--- config.mk ---
export PLATFORM = sky130hd
export DESIGN_NAME = instr_fetch_unit
export DESIGN_NICKNAME = d
export VERILOG_FILES = /design/src/rtl/isa_pkg.sv /design/src/rtl/instr_rom_wr.sv /design/src/rtl/instr_fetch_unit.sv
export SDC_FILE = /design/constraint.sdc
export NUM_CORES = 1
export LEC_CHECK = 0
export CAP_MARGIN = 10
export CORE_ASPECT_RATIO = 0.75
export CORE_MARGIN = 8
export CORE_UTILIZATION = 47
export DETAILED_ROUTE_END_ITERATION = 16
export HOLD_SLACK_MARGIN = 0.05
export PLACE_DENSITY = 0.76
export SLEW_MARGIN = 20
export SYNTH_ARGS = -nofsm -noshare
export SYNTH_HDL_FRONTEND = slang
export SYNTH_HIERARCHICAL = 1
export SYNTH_SLANG_ARGS = --single-unit
--- constraint.sdc ---
create_clock -name clk -period 7.2 [get_ports clk]
set_clock_uncertainty 0.1 [all_clocks]
set_input_delay 0.72 -clock clk [delete_from_list [all_inputs] [get_ports clk]]
set_output_delay 0.72 -clock clk [all_outputs]
set_load 0.02 [all_outputs]
--- src/rtl/isa_pkg.sv ---
// rtl/isa_pkg.sv - shared ISA opcodes, HALT sentinel and fetch FSM encoding
package isa_pkg;

    // 6-bit opcodes carried in instr[31:26]
    localparam logic [5:0] OP_ADD         = 6'b000001;
    localparam logic [5:0] OP_SUB         = 6'b000010;
    localparam logic [5:0] OP_INC         = 6'b000011;
    localparam logic [5:0] OP_DEC         = 6'b000100;
    localparam logic [5:0] OP_AND         = 6'b000101;
    localparam logic [5:0] OP_OR          = 6'b000110;
    localparam logic [5:0] OP_XOR         = 6'b000111;
    localparam logic [5:0] OP_NOT         = 6'b001000;
    localparam logic [5:0] OP_SHIFT_LEFT  = 6'b001001;
    localparam logic [5:0] OP_SHIFT_RIGHT = 6'b001010;
    localparam logic [5:0] OP_LW          = 6'b100010;
    localparam logic [5:0] OP_SW          = 6'b100100;

    // Opcode 000000 is unused by the ISA, so the all-zero word ends a program
    localparam logic [31:0] HALT_WORD = 32'h0000_0000;

    typedef enum logic [1:0] {
        ST_IDLE = 2'd0,
        ST_RUN  = 2'd1,
        ST_HALT = 2'd2
    } fetch_state_t;

    function automatic logic [5:0] opcode_of(input logic [31:0] word);
        return word[31:26];
    endfunction

endpackage

--- src/rtl/instr_rom_wr.sv ---
// rtl/instr_rom_wr.sv - DEPTHx32 instruction store, sync write, async read
//
// Ports:
//   clk     - write clock
//   i_we    - write enable
//   i_waddr - write address
//   i_wdata - write data
//   i_raddr - read address
//   o_rdata - combinational read data
module instr_rom_wr #(
    parameter int DEPTH = 16,
    parameter int AW    = 4
) (
    input  logic          clk,
    input  logic          i_we,
    input  logic [AW-1:0] i_waddr,
    input  logic [31:0]   i_wdata,
    input  logic [AW-1:0] i_raddr,
    output logic [31:0]   o_rdata
);

    // Contents are deliberately not reset; the loader owns them
    logic [31:0] r_mem [DEPTH];

    always_ff @(posedge clk) begin
        if (i_we) begin
            r_mem[i_waddr] <= i_wdata;
        end
    end

    assign o_rdata = r_mem[i_raddr];

endmodule

--- src/rtl/instr_fetch_unit.sv ---
// rtl/instr_fetch_unit.sv - programmable instruction store sequenced to the datapath
//
// Ports:
//   clk, rst          - clock; asynchronous active-low reset
//   load_en/addr/data - loader write port (honoured in IDLE or HALT)
//   start             - begin fetch at pc=0 (honoured in IDLE or HALT)
//   abort             - return to IDLE from any state
//   instr/instr_valid - registered instruction and valid toward the datapath
//   instr_ready       - consumer accepts instr this cycle
//   pc                - address of the word on instr
//   busy, done        - in RUN, in HALT
//   issued            - accepted instructions since the last start
module instr_fetch_unit
    import isa_pkg::*;
#(
    parameter int          DEPTH     = 16,
    parameter int          AW        = 4,
    parameter logic [31:0] HALT_WORD = isa_pkg::HALT_WORD
) (
    input  logic          clk,
    input  logic          rst,
    input  logic          load_en,
    input  logic [AW-1:0] load_addr,
    input  logic [31:0]   load_data,
    input  logic          start,
    input  logic          abort,
    output logic [31:0]   instr,
    output logic          instr_valid,
    input  logic          instr_ready,
    output logic [AW-1:0] pc,
    output logic          busy,
    output logic          done,
    output logic [AW:0]   issued
);

    localparam logic [AW-1:0] LAST_PC = AW'(DEPTH - 1);

    fetch_state_t  r_state;
    fetch_state_t  w_state_nxt;
    logic [AW-1:0] r_pc;
    logic [AW-1:0] w_pc_nxt;
    logic [31:0]   r_instr;
    logic [31:0]   w_instr_nxt;
    logic          r_valid;
    logic          w_valid_nxt;
    logic [AW:0]   r_issued;
    logic [AW:0]   w_issued_nxt;

    logic          w_ctrl_open;
    logic          w_start_go;
    logic          w_mem_we;
    logic [AW-1:0] w_rd_addr;
    logic [31:0]   w_rd_data;
    logic [31:0]   w_fetch_word;
    logic          w_xfer;

    // Loads and start are only accepted outside RUN; abort overrides both
    assign w_ctrl_open = (r_state != ST_RUN);
    assign w_start_go  = start && w_ctrl_open && !abort;
    assign w_mem_we    = load_en && w_ctrl_open && !abort;
    assign w_xfer      = r_valid && instr_ready;

    // Start fetches word 0; otherwise prefetch the successor of pc
    assign w_rd_addr = w_start_go ? '0 : r_pc + 1'b1;

    instr_rom_wr #(
        .DEPTH (DEPTH),
        .AW    (AW)
    ) u_rom (
        .clk     (clk),
        .i_we    (w_mem_we),
        .i_waddr (load_addr),
        .i_wdata (load_data),
        .i_raddr (w_rd_addr),
        .o_rdata (w_rd_data)
    );

    // A load issued with start lands first, so forward it to the fetched word
    assign w_fetch_word = (w_mem_we && (load_addr == w_rd_addr)) ? load_data : w_rd_data;

    always_ff @(posedge clk or negedge rst) begin
        if (!rst) begin
            r_state  <= ST_IDLE;
            r_pc     <= '0;
            r_instr  <= '0;
            r_valid  <= 1'b0;
            r_issued <= '0;
        end else begin
            r_state  <= w_state_nxt;
            r_pc     <= w_pc_nxt;
            r_instr  <= w_instr_nxt;
            r_valid  <= w_valid_nxt;
            r_issued <= w_issued_nxt;
        end
    end

    always_comb begin
        w_state_nxt  = r_state;
        w_pc_nxt     = r_pc;
        w_instr_nxt  = r_instr;
        w_valid_nxt  = r_valid;
        w_issued_nxt = r_issued;

        if (abort) begin
            // issued is kept so software can see how far the run got
            w_state_nxt = ST_IDLE;
            w_pc_nxt    = '0;
            w_instr_nxt = '0;
            w_valid_nxt = 1'b0;
        end else begin
            unique case (r_state)
                ST_IDLE, ST_HALT: begin
                    if (w_start_go) begin
                        w_pc_nxt     = '0;
                        w_instr_nxt  = w_fetch_word;
                        w_issued_nxt = '0;
                        if (w_fetch_word == HALT_WORD) begin
                            w_state_nxt = ST_HALT;
                            w_valid_nxt = 1'b0;
                        end else begin
                            w_state_nxt = ST_RUN;
                            w_valid_nxt = 1'b1;
                        end
                    end
                end
                ST_RUN: begin
                    if (w_xfer) begin
                        w_issued_nxt = r_issued + 1'b1;
                        if (r_pc == LAST_PC) begin
                            // No wrap-around past the last word
                            w_state_nxt = ST_HALT;
                            w_valid_nxt = 1'b0;
                        end else if (w_fetch_word == HALT_WORD) begin
                            w_state_nxt = ST_HALT;
                            w_valid_nxt = 1'b0;
                            w_pc_nxt    = r_pc + 1'b1;
                        end else begin
                            w_pc_nxt    = r_pc + 1'b1;
                            w_instr_nxt = w_fetch_word;
                        end
                    end
                end
                default: begin
                    w_state_nxt = ST_IDLE;
                    w_pc_nxt    = '0;
                    w_instr_nxt = '0;
                    w_valid_nxt = 1'b0;
                end
            endcase
        end
    end

    assign instr       = r_instr;
    assign instr_valid = r_valid;
    assign pc          = r_pc;
    assign issued      = r_issued;
    assign busy        = (r_state == ST_RUN);
    assign done        = (r_state == ST_HALT);

endmodule

== Yosys cells after proc, flatten, opt, wreduce, memory -nomap -nowiden ==
Memory sizes are Yosys's and may differ from the RTL's.
Index checks and enable logic that the tools add are counted.

* Bits in registers: 44
* Memory bits (writable): 512
* Bits of input ports: 42
* Output and inout bits: 44
* Word-level logic and storage cells: 68
* Memories: 1

{| class="wikitable"
|+ Memory list
! name !! words !! bits a word !! read ports !! clocked after memory_dff !! wr ports !! line !! RTL
|-
| u_rom.r_mem || 16 || 32 || 1 || 0 || 1 || instr_rom_wr.sv:23 || <nowiki>logic [31:0] r_mem [DEPTH];</nowiki>
|}

* $add $sub $neg: 2
* Equal/unequal tests: 12
* Mux-type cells: 32
* Bitwise operators: 1
* Reductions and logical operators: 15

{| class="wikitable"
|+ Operator list
! kind !! count
|-
| $mux 32 || 6
|-
| $pmux 32 s2 || 1
|-
| $logic_not 32->1 || 1
|-
| $mux 4 || 5
|-
| $mux 2 || 6
|-
| $mux 5 || 2
|-
| $pmux 5 s2 || 1
|-
| $ne 3x3->1 const B || 3
|-
| $mux 1 || 8
|-
| $pmux 4 s2 || 1
|-
| $reduce_and 4->1 || 2
|-
| $logic_and 1x1->1 || 6
|-
| $reduce_and 3->1 || 2
|-
| $add 5x1->5 const B || 1
|-
| $add 4x1->4 const B || 1
|-
| $eq 4x4->1 || 1
|-
| $eq 4x4->1 const B || 1
|-
| $ne 2x1->1 const B || 2
|-
| $ne 4x2->1 const B || 1
|-
| $pmux 2 s2 || 1
|-
| $ne 3x2->1 const B || 1
|-
| $eq 2x1->1 const B || 1
|-
| $eq 2x2->1 const B || 1
|-
| $logic_not 2->1 || 1
|-
| other kinds (6) || 6
|}

== Depth between registers and ports, before layout ==
Gate-level depths: netlist of the first run.

* Word-level depth: 13
* Mapped depth: 16
* Depth with buffers taken out: 13

== Cells and area by module ==
The synthesis of the first run kept the hierarchy.

{| class="wikitable"
|+ By module, submodules not included
! module !! times used !! cells each !! area an instance (sq um) !! seq. area each (sq um)
|-
| instr_rom_wr || 1 || 806 || 19,194.7 || 15,374.7
|-
| instr_fetch_unit || 1 || 270 || 2,846.5 || 1,101.1
|}

== Worst setup path after synthesis of the first run ==
OpenSTA, ideal clock, no wires.

* Path kind: input to register
* Start point: in abort
* End point: mem u_rom.r_mem[0][0], enable pin
* Setup time: 0.461 ns
* Arrival time: 3.718 ns
* Data required time: 6.639 ns
* Setup slack: 2.920 ns
* Stages on the path: 4
* Buffers on the path: 0
* Path through: nand3b_1 > inv_1 > or3b_2 > nor3_1

* Word-level cells in the longest chain between the ends: 4

{| class="wikitable"
|+ RTL lines
! element !! line !! RTL
|-
| from (decl) || instr_fetch_unit.sv:26 || <nowiki>input logic abort,</nowiki>
|-
| $logic_not 1->1 || instr_fetch_unit.sv:60 || <nowiki>assign w_mem_we = load_en && w_ctrl_open && !abort;</nowiki>
|-
| $logic_and 1x1->1 || instr_fetch_unit.sv:60 ||
|-
| via w_mem_we || instr_fetch_unit.sv:51 || <nowiki>logic w_mem_we;</nowiki>
|-
| $mux 1 || instr_rom_wr.sv:26 || <nowiki>if (i_we) begin</nowiki>
|-
| $mux 1 (implied by the code) || instr_rom_wr.sv:27 || <nowiki>r_mem[i_waddr] <= i_wdata;</nowiki>
|-
| to (decl) || instr_rom_wr.sv:23 ||
|}

The timed path passes the listed nets, and every way through them passes these cells.

== Worst setup path after layout of the first run ==
* Start point: reg r_state[1]
* End point: reg r_instr[31], in the netlist instr[31]

* Elaborated cells on any way between the ends: 26
* Those cells by class: eq/ne: 8; mux: 8; reduce/logical: 9; memory: 1

{| class="wikitable"
|+ RTL lines
! element !! line !! RTL
|-
| from (decl) || instr_fetch_unit.sv:38 || <nowiki>fetch_state_t r_state;</nowiki>
|-
| from (signal assigned) || instr_fetch_unit.sv:89 || <nowiki>r_state <= w_state_nxt;</nowiki>
|-
| $ne 2x1->1 || instr_fetch_unit.sv:58 || <nowiki>assign w_ctrl_open = (r_state != ST_RUN);</nowiki>
|-
| $logic_and 1x1->1 (2 in a row) || instr_fetch_unit.sv:59 || <nowiki>assign w_start_go = start && w_ctrl_open && !abort;</nowiki>
|-
| $mux 4 || instr_fetch_unit.sv:64 || <nowiki>assign w_rd_addr = w_start_go ? '0 : r_pc + 1'b1;</nowiki>
|-
| via w_rd_addr[0] || instr_fetch_unit.sv:52 || <nowiki>logic [AW-1:0] w_rd_addr;</nowiki>
|-
| $mem_v2 16x32 || - ||
|-
| via w_rd_data[0] || instr_fetch_unit.sv:53 || <nowiki>logic [31:0] w_rd_data;</nowiki>
|-
| $mux 32 || instr_fetch_unit.sv:79 || <nowiki>assign w_fetch_word = (w_mem_we && (load_addr == w_rd_addr)) ? load_data : w_rd_data;</nowiki>
|-
| $logic_not 32->1 || instr_fetch_unit.sv:133 || <nowiki>end else if (w_fetch_word == HALT_WORD) begin</nowiki>
|-
| $ne 3x3->1 (no source line) || - ||
|-
| $reduce_and 4->1 (no source line) || - ||
|-
| to (signal assigned) || instr_fetch_unit.sv:91 || <nowiki>r_instr <= w_instr_nxt;</nowiki>
|-
| to (decl) || instr_fetch_unit.sv:42 || <nowiki>logic [31:0] r_instr;</nowiki>
|}

The timed path passes the listed nets, and every way through them passes these cells. The select of a mux whose other input is x is not followed.
A chain may end at the register's enable or synchronous reset.

==> results of run 1 <==
==> worst max-delay path by stage <==
stage / startpoint / cells after the start / endpoint
global route: r_state[1] / 16 / instr[31]
finish: r_state[1] / 16 / instr[31]
detailed placement: abort / 16 / instr[31]
global placement: abort / 16 / instr[31]
CTS: r_state[1] / 16 / instr[31]
floorplan: abort / 4 / u_rom/r_mem[0][0]
==> kinds of logic after synthesis <==
| kind of cell | count (synthesis) |
|---|---|
| adder cells (fa/ha/maj) | 2 |
| XOR/XNOR | 5 |
| AND/OR/NAND/NOR | 158 |
| multiplexers | 194 |
| buffers and inverters | 63 |
| flip-flops | 556 |
| AO/OA/AOI/OAI | 98 |
==> worst register-to-register path: cells and delay by family (launching register included) <==
kind | cells | cell delay [ns]
buffers and inverters | 4 | 1.44
AO/OA/AOI/OAI | 2 | 0.38
AND/OR/NAND/NOR | 8 | 2.45
flip-flops | 1 | 0.41
multiplexers | 2 | 0.90
==> stage by stage <==
step / util [%] / std cells / instance area (um^2) / power [mW]
floorplan: - / 1076 / 22000 / 4.15
global placement: 51.7 / 1772 / 23800 / 4.40
detailed placement: 51.7 / 1772 / 23800 / 4.41
CTS: 54.9 / 1861 / 25300 / 6.87
global route: 54.9 / 1861 / 25300 / 7.04
finish: 54.9 / 1861 / 25300 / 6.82
==> layer usage <==
metal | vias up | wire length, um | global-route usage, %
li1 | 4681 | - | -
met1 | 6029 | 22000 | 28.6
met2 | 654 | 23700 | 28.4
met3 | 72 | 5190 | 3.96
met4 | 2 | 906 | 4.23
met5 | - | 7 | 0
==> area by class of cell <==
| type | count | area, um^2 | share of cell area, % |
|---|---|---|---|
| clock inverter | 21 | 103 | 0.405 |
| clock buffer | 68 | 1390 | 5.50 |
| multi-input combinational | 457 | 5360 | 21.2 |
| inverter | 6 | 22.5 | 0.0889 |
| timing repair buffer | 123 | 1180 | 4.66 |
| sequential | 556 | 16500 | 65.1 |
| tap | 630 | 788 | 3.11 |
==> synth_stat cells, drive strengths merged (3+ instances only) <==
| master | number | area (um^2) |
|---|---|---|
| mux2 | 34 | 495 |
| inv | 6 | 22.5 |
| nand2b | 5 | 31.3 |
| nor3 | 6 | 30.0 |
| buf | 36 | 250 |
| dfrtp | 44 | 1100 |
| mux2i | 32 | 320 |
| clkbuf | 21 | 78.8 |
| nand2 | 49 | 184 |
| nor2 | 59 | 229 |
| edfxtp | 512 | 15400 |
| nor2b | 4 | 27.5 |
| o21ai | 11 | 55.1 |
| nand4 | 3 | 18.8 |
| mux4 | 128 | 2880 |
| nand3b | 4 | 30.0 |
| xor2 | 4 | 35.0 |
| a21oi | 8 | 40.0 |
| a22oi | 64 | 480 |
| nor4 | 16 | 100 |
| nand3 | 7 | 35.0 |
==> where the power goes <==
| group | switching [mW] | internal (mW) |
|---|---|---|
| clock | 1.13 | 1.35 |
| combinational | 0.380 | 0.351 |
| sequential | 0.0312 | 3.58 |
==> sequential cells by signal (all words and copies together) (netlist names) <==
register,cells
pc,4
instr,32
u_rom/r_mem,512
instr_valid,1
r_state,2
issued,5
==> impl_metrics.sql, run 1 <==
INSERT INTO impl_metrics (metric_group, metric, value, unit) VALUES
('final_layout', 'drive_gt1_share', '23.8', '%'),
('critical_path', 'r2r_setup_slack', '1.39', 'ns'),
('route', 'final_antenna_net_count', '0', ''),
('critical_path', 'timing.reg2reg.worst_path_depth', '16', ''),
('critical_path', 'critical-path-max-stage-delay', '0.68', 'ns'),
('final_layout', 'most-common-layout-cells', 'sky130_fd_sc_hd__edfxtp_1 (512), sky130_fd_sc_hd__mux4_2 (128), sky130_fd_sc_hd__clkdlybuf4s50_1 (84)', ''),
('die', 'floorplan.initialDensity', '47.8', '%'),
('critical_path', 'path_class', 'reg2reg', ''),
('power_and_ir_drop', 'cellLeakagePower', '8.35', 'nW'),
('logic_synthesis', 'syn-cell-area', '22000', 'um^2'),
('grt', 'global_route.usage.total', '19.0', '%'),
('critical_path', 'crit_path_start_kind', 'register', ''),
('status', 'run_status', 'complete, no violations', ''),
('critical_path', 'timing.critical_path.to_type', 'register', ''),
('clock_tree', 'post_cts_resize_count', '0', ''),
('die', 'placementRows', '68', ''),
('place', 'post-place-ws', '0.870', 'ns'),
('critical_path', 'cpLargestDelayFamily', 'simple AND/OR/NAND/NOR gates', ''),
('logic_synthesis', 'synth-compound-area-share', '3.29', '%'),
('critical_path', 'worst_r2r_endpoint', 'instr[31]', ''),
('logic_synthesis', 'synth_ff_type', 'sky130_fd_sc_hd__edfxtp_1', ''),
('route', 'drt_pass1_iterations', '5', ''),
('critical_path', 'critPathSlowestCell', 'sky130_fd_sc_hd__nor2_4', ''),
('logic_synthesis', 'synth_nets', '1120', ''),
('die', 'design.die.area', '54200', 'um^2'),
('place', 'port-buffer-count', '85', ''),
('die', 'floorplan.die.width', '266', 'um'),
('grt', 'first_global_vias', '11400', ''),
('die', 'core_region_area', '46100', 'um^2'),
('clock_tree', 'number_of_cts_inserted_buffers', '51', ''),
('sta', 'final_worst_hold_slack', '0.175', 'ns'),
('place', 'place.gp.congestion', '0.823', ''),
('grt', 'grt-ovfl-total', '0', ''),
('logic_synthesis', 'syn_area_per_cell', '20.5', 'um^2'),
('job', 'cap_violations', '0', ''),
('critical_path', 'worst-path-buf-inv', '4', ''),
('grt', 'initial_antenna_violation_count', '1', ''),
('die', 'num_io_pins', '86', ''),
('die', 'die_h', '204', 'um'),
('logic_synthesis', 'synth.mux.area_fraction', '16.8', '%'),
('clock_tree', 'clock_path_buffers', '3', ''),
('route', 'routed_via_density', '6.15', ''),
('logic_synthesis', 'xor_xnor_portion_of_the_synthesized_cell_area', '0.199', '%'),
('final_layout', 'layout.filler_cells', '3483', ''),
('final_layout', 'nets', '1239', ''),
('clock_tree', 'cts_setup_buffers', '0', ''),
('grt', 'grt_first_pass_wirelength', '76800', 'um'),
('grt', 'grt_start_max_net_pins', '51', ''),
('critical_path', 'critical_path.reg2reg.startpoint', 'r_state[1]', ''),
('clock_tree', 'clkSlewWorstSetupHoldPaths', '0.07', 'ns'),
('sta', 'finalSetupViolCount', '0', ''),
('clock_tree', 'cts.root.buffer_cell', 'sky130_fd_sc_hd__clkbuf_16', ''),
('route', 'wire_per_inst', '27.9', 'um'),
('clock_tree', 'clkSinkCount', '556', ''),
('sta', 'fmaxAchievable', '172', 'MHz'),
('clock_tree', 'clock_tree.htree_level_count', '2', ''),
('final_layout', 'area_growth', '14.9', '%'),
('critical_path', 'crit_chain', 'nand2b_1 > inv_1 > nor2_1 > nor2_4 > buf_12 > buf_4 > mux4_2 > a22oi_1 > nand2_1 > nor4_1 > nand4_1 > nor2_1 > a211oi_2 > nor2_4 > buf_4 > mux2_1', ''),
('sta', 'report.final.slew_viol_count', '0', ''),
('logic_synthesis', 'post_synth_fa_ha_maj_area_fraction', '0.114', '%'),
('clock_tree', 'insertion_delay', '0.58', 'ns'),
('logic_synthesis', 'seq_area_frac_synth', '74.8', '%'),
('logic_synthesis', 'synth_cell_types', '48', ''),
('route', 'route.detailed.drc', '0', ''),
('clock_tree', 'clock_tree_from_tritoncts', 'yes', ''),
('logic_synthesis', 'synth-edff-count', '512', ''),
('critical_path', 'worst-path-max-fanout', '49', ''),
('final_layout', 'diodes', '0', ''),
('sta', 'hold_violations', '0', ''),
('route', 'via_count', '11400', ''),
('logic_synthesis', 'synth_cells', '1076', '');
Note: power is estimated with default switching activity, not from simulation.
==> run 2: changes to the inputs <==
--- a/config.mk
+++ b/config.mk
@@ -11,7 +11,7 @@
 export CORE_UTILIZATION = 47
 export DETAILED_ROUTE_END_ITERATION = 16
 export HOLD_SLACK_MARGIN = 0.05
-export PLACE_DENSITY = 0.76
+export PLACE_DENSITY = 0.79
 export SLEW_MARGIN = 20
 export SYNTH_ARGS = -nofsm -noshare
 export SYNTH_HDL_FRONTEND = slang
==> constraint.sdc (replaced) <==
create_clock -name clk -period 4.9 [get_ports clk]
set_clock_uncertainty 0.1 [all_clocks]
set_input_delay 0.49 -clock clk [delete_from_list [all_inputs] [get_ports clk]]
set_output_delay 0.49 -clock clk [all_outputs]
set_load 0.02 [all_outputs]
==> impl_metrics.sql, run 2 (same netlist as run 1, synthesis figures left out) <==
INSERT INTO impl_metrics (metric_group, metric, value, unit) VALUES
('route', 'routed_via_density', '6.09', ''),
('final_layout', 'largest_reg_flops', '512', ''),
('clock_tree', 'cts_setup_buffers', '0', ''),
('power_and_ir_drop', 'max-vdd-ir-drop', '0.292', 'mV'),
('place', 'dp_cells', '1812', ''),
('sta', 'rsz0062_at_grt', 'no', ''),
('final_layout', 'layout.filler_cells', '3394', ''),
('sta', 'timing.slew.headroom', '39.2', '%'),
('route', 'drt_pass1_iterations', '6', ''),
('critical_path', 'timing.reg2reg.worst_path_depth', '15', ''),
('route', 'wire_per_inst', '27.1', 'um'),
('critical_path', 'timing.critical_path.to_type', 'register', ''),
('critical_path', 'cp.arrival', '5.04', 'ns'),
('sta', 'fmaxAchievable', '214', 'MHz'),
('final_layout', 'layout.cells.most_common', 'sky130_fd_sc_hd__edfxtp_1', ''),
('sta', 'layout_worst_path_cycle_share', '95.4', '%'),
('die', 'floorplan.die.width', '266', 'um'),
('grt', 'grt_first_pass_wirelength', '76100', 'um'),
('min_path', 'min_from', 'instr[31]', ''),
('grt', 'grt-ovfl-total', '0', ''),
('final_layout', 'finish.cell_count_without_fillers', '1909', ''),
('power_and_ir_drop', 'cellLeakagePower', '8.65', 'nW'),
('die', 'num_io_pins', '86', ''),
('sta', 'hold_violations', '0', ''),
('final_layout', 'registers.top_by_ff_count', 'u_rom/r_mem', ''),
('route', 'route.final.wire_length', '51700', 'um'),
('min_path', 'worst_hold_path_cell_count', '1', ''),
('clock_tree', 'cts.root.buffer_cell', 'sky130_fd_sc_hd__clkbuf_16', ''),
('clock_tree', 'clkSlewWorstSetupHoldPaths', '0.06', 'ns'),
('final_layout', 'most-common-layout-cells', 'sky130_fd_sc_hd__edfxtp_1 (512), sky130_fd_sc_hd__mux4_2 (128), sky130_fd_sc_hd__clkdlybuf4s50_1 (84)', ''),
('critical_path', 'path_class', 'reg2reg', ''),
('route', 'final_antenna_net_count', '0', ''),
('route', 'drt_iter0_drc', '1520', ''),
('critical_path', 'critical_path.reg2reg.startpoint', 'pc[0]', ''),
('status', 'run_status', 'complete, no violations', ''),
('final_layout', 'area_growth', '17.5', '%'),
('sta', 'fin_crit', '4.68', 'ns'),
('place', 'detailedPlacementHpwl', '29500', 'um'),
('sta', 'timing.setup.tns', '0', 'ns'),
('final_layout', 'drive_gt1_share', '26.6', '%'),
('route', 'route.detailed.drc', '0', ''),
('grt', 'initial_antenna_violation_count', '3', ''),
('die', 'floorplan.initialDensity', '47.8', '%'),
('route', 'via_count', '11600', ''),
('grt', 'grt_start_max_net_pins', '62', ''),
('critical_path', 'r2r_setup_slack', '0.22', 'ns'),
('grt', 'global_route.usage.total', '18.8', '%'),
('min_path', 'hold_removal_path_class', 'reg2reg', ''),
('critical_path', 'crit_path_start_kind', 'register', ''),
('critical_path', 'worst-endpoint-required', '5.26', 'ns'),
('power_and_ir_drop', 'pwr_density_cell', '394', 'nW/um^2'),
('die', 'placementRows', '68', ''),
('sta', 'final_worst_hold_slack', '0.403', 'ns'),
('final_layout', 'nets', '1280', ''),
('clock_tree', 'insertion_delay', '0.58', 'ns'),
('die', 'core_region_area', '46100', 'um^2'),
('place', 'port-buffer-count', '85', ''),
('sta', 'worst_pin_slew', '0.910', 'ns'),
('clock_tree', 'number_of_cts_inserted_buffers', '50', ''),
('final_layout', 'register_area', '16500', 'um^2'),
('sta', 'finalSetupViolCount', '0', ''),
('place', 'place.gp.congestion', '0.810', ''),
('sta', 'report.final.slew_viol_count', '0', ''),
('min_path', 'worst_hold_path.endpoint', 'instr[31]', ''),
('grt', 'first_global_vias', '11700', ''),
('die', 'design.die.area', '54200', 'um^2'),
('clock_tree', 'clock_tree_from_tritoncts', 'yes', ''),
('critical_path', 'worst_r2r_endpoint', 'instr[31]', ''),
('job', 'cap_violations', '0', ''),
('clock_tree', 'clock_tree.htree_level_count', '2', ''),
('clock_tree', 'clkSinkCount', '556', ''),
('final_layout', 'multiInputGateArea', '5370', 'um^2'),
('clock_tree', 'clock_path_buffers', '3', ''),
('die', 'die_h', '204', 'um'),
('critical_path', 'worst-path-max-fanout', '38', '');
run 2: area by class of cell:
cell class              instances  area share (%)
diodes                          1         0.00966
clock buffers                  70            5.28
clock inverters                24           0.811
inverters                       6          0.0869
multi-input cells             457            20.7
flip-flops and latches        556            63.6
well taps                     630            3.04
repair buffers                165            6.44
run 2: per-stage QoR:
stage               util [%]  instance area, um^2  worst slack, ns  total power [mW]
floorplan                  -                22000            0.754              6.09
global placement        52.7                24300          -0.0779              6.51
detailed placement      52.7                24300           -0.154              6.54
CTS                     56.1                25900            0.247              10.3
global route            56.2                25900           0.0233              10.5
finish                  56.2                25900            0.223              10.2
run 2: per-layer routing:
metal | part of all wire, % | vias to the layer above | GRT usage (%)
met5 | 0.041 | - | 0
met4 | 1.7 | 4 | 3.86
met3 | 12 | 78 | 5.24
met2 | 45 | 682 | 28.0
met1 | 42 | 6083 | 27.7
li1 | - | 4771 | -
run 2: report_power, final:
| group | switching (mW) | internal (mW) | leakage [nW] | total (mW) |
|---|---|---|---|---|
| Clock | 1.66 | 2.12 | 0.770 | 3.78 |
| Sequential | 0.0398 | 5.25 | 5.19 | 5.29 |
| Combinational | 0.576 | 0.572 | 2.69 | 1.15 |
run 2: worst max path at each step:
stage,start,endpoint,slack (ns)
2_1_floorplan,r_state[0],u_rom/r_mem[0][0],0.75
4_1_cts,r_state[1],instr[24],0.25
6_report,pc[0],instr[31],0.22
3_5_place_dp,abort,instr[24],-0.15
5_1_grt,r_state[1],instr[24],0.02
3_3_place_gp,abort,instr[31],-0.08
run 2: what timing repair did:
action | 4_1_cts | 5_1_grt
endpoints found under the hold margin | 44 | 0
gates resized for setup | 0 | 1
endpoints found under the setup margin | 0 | 8
hold buffers | 1 | 0
run 2: critical path, cell delays in order (launching register included):
cell                       delay (ns)
sky130_fd_sc_hd__dfrtp_1         0.53
sky130_fd_sc_hd__ha_1            0.40
sky130_fd_sc_hd__inv_1           0.10
sky130_fd_sc_hd__nor2_4          0.21
sky130_fd_sc_hd__buf_12          0.27
sky130_fd_sc_hd__buf_4           0.22
sky130_fd_sc_hd__mux4_2          0.31
sky130_fd_sc_hd__a22oi_1         0.23
sky130_fd_sc_hd__nand2_1         0.13
sky130_fd_sc_hd__nor4_1          0.56
sky130_fd_sc_hd__nand4_1         0.21
sky130_fd_sc_hd__nor2_1          0.33
sky130_fd_sc_hd__a211oi_2        0.14
sky130_fd_sc_hd__nor2_4          0.19
sky130_fd_sc_hd__buf_12          0.21
sky130_fd_sc_hd__mux2_1          0.35
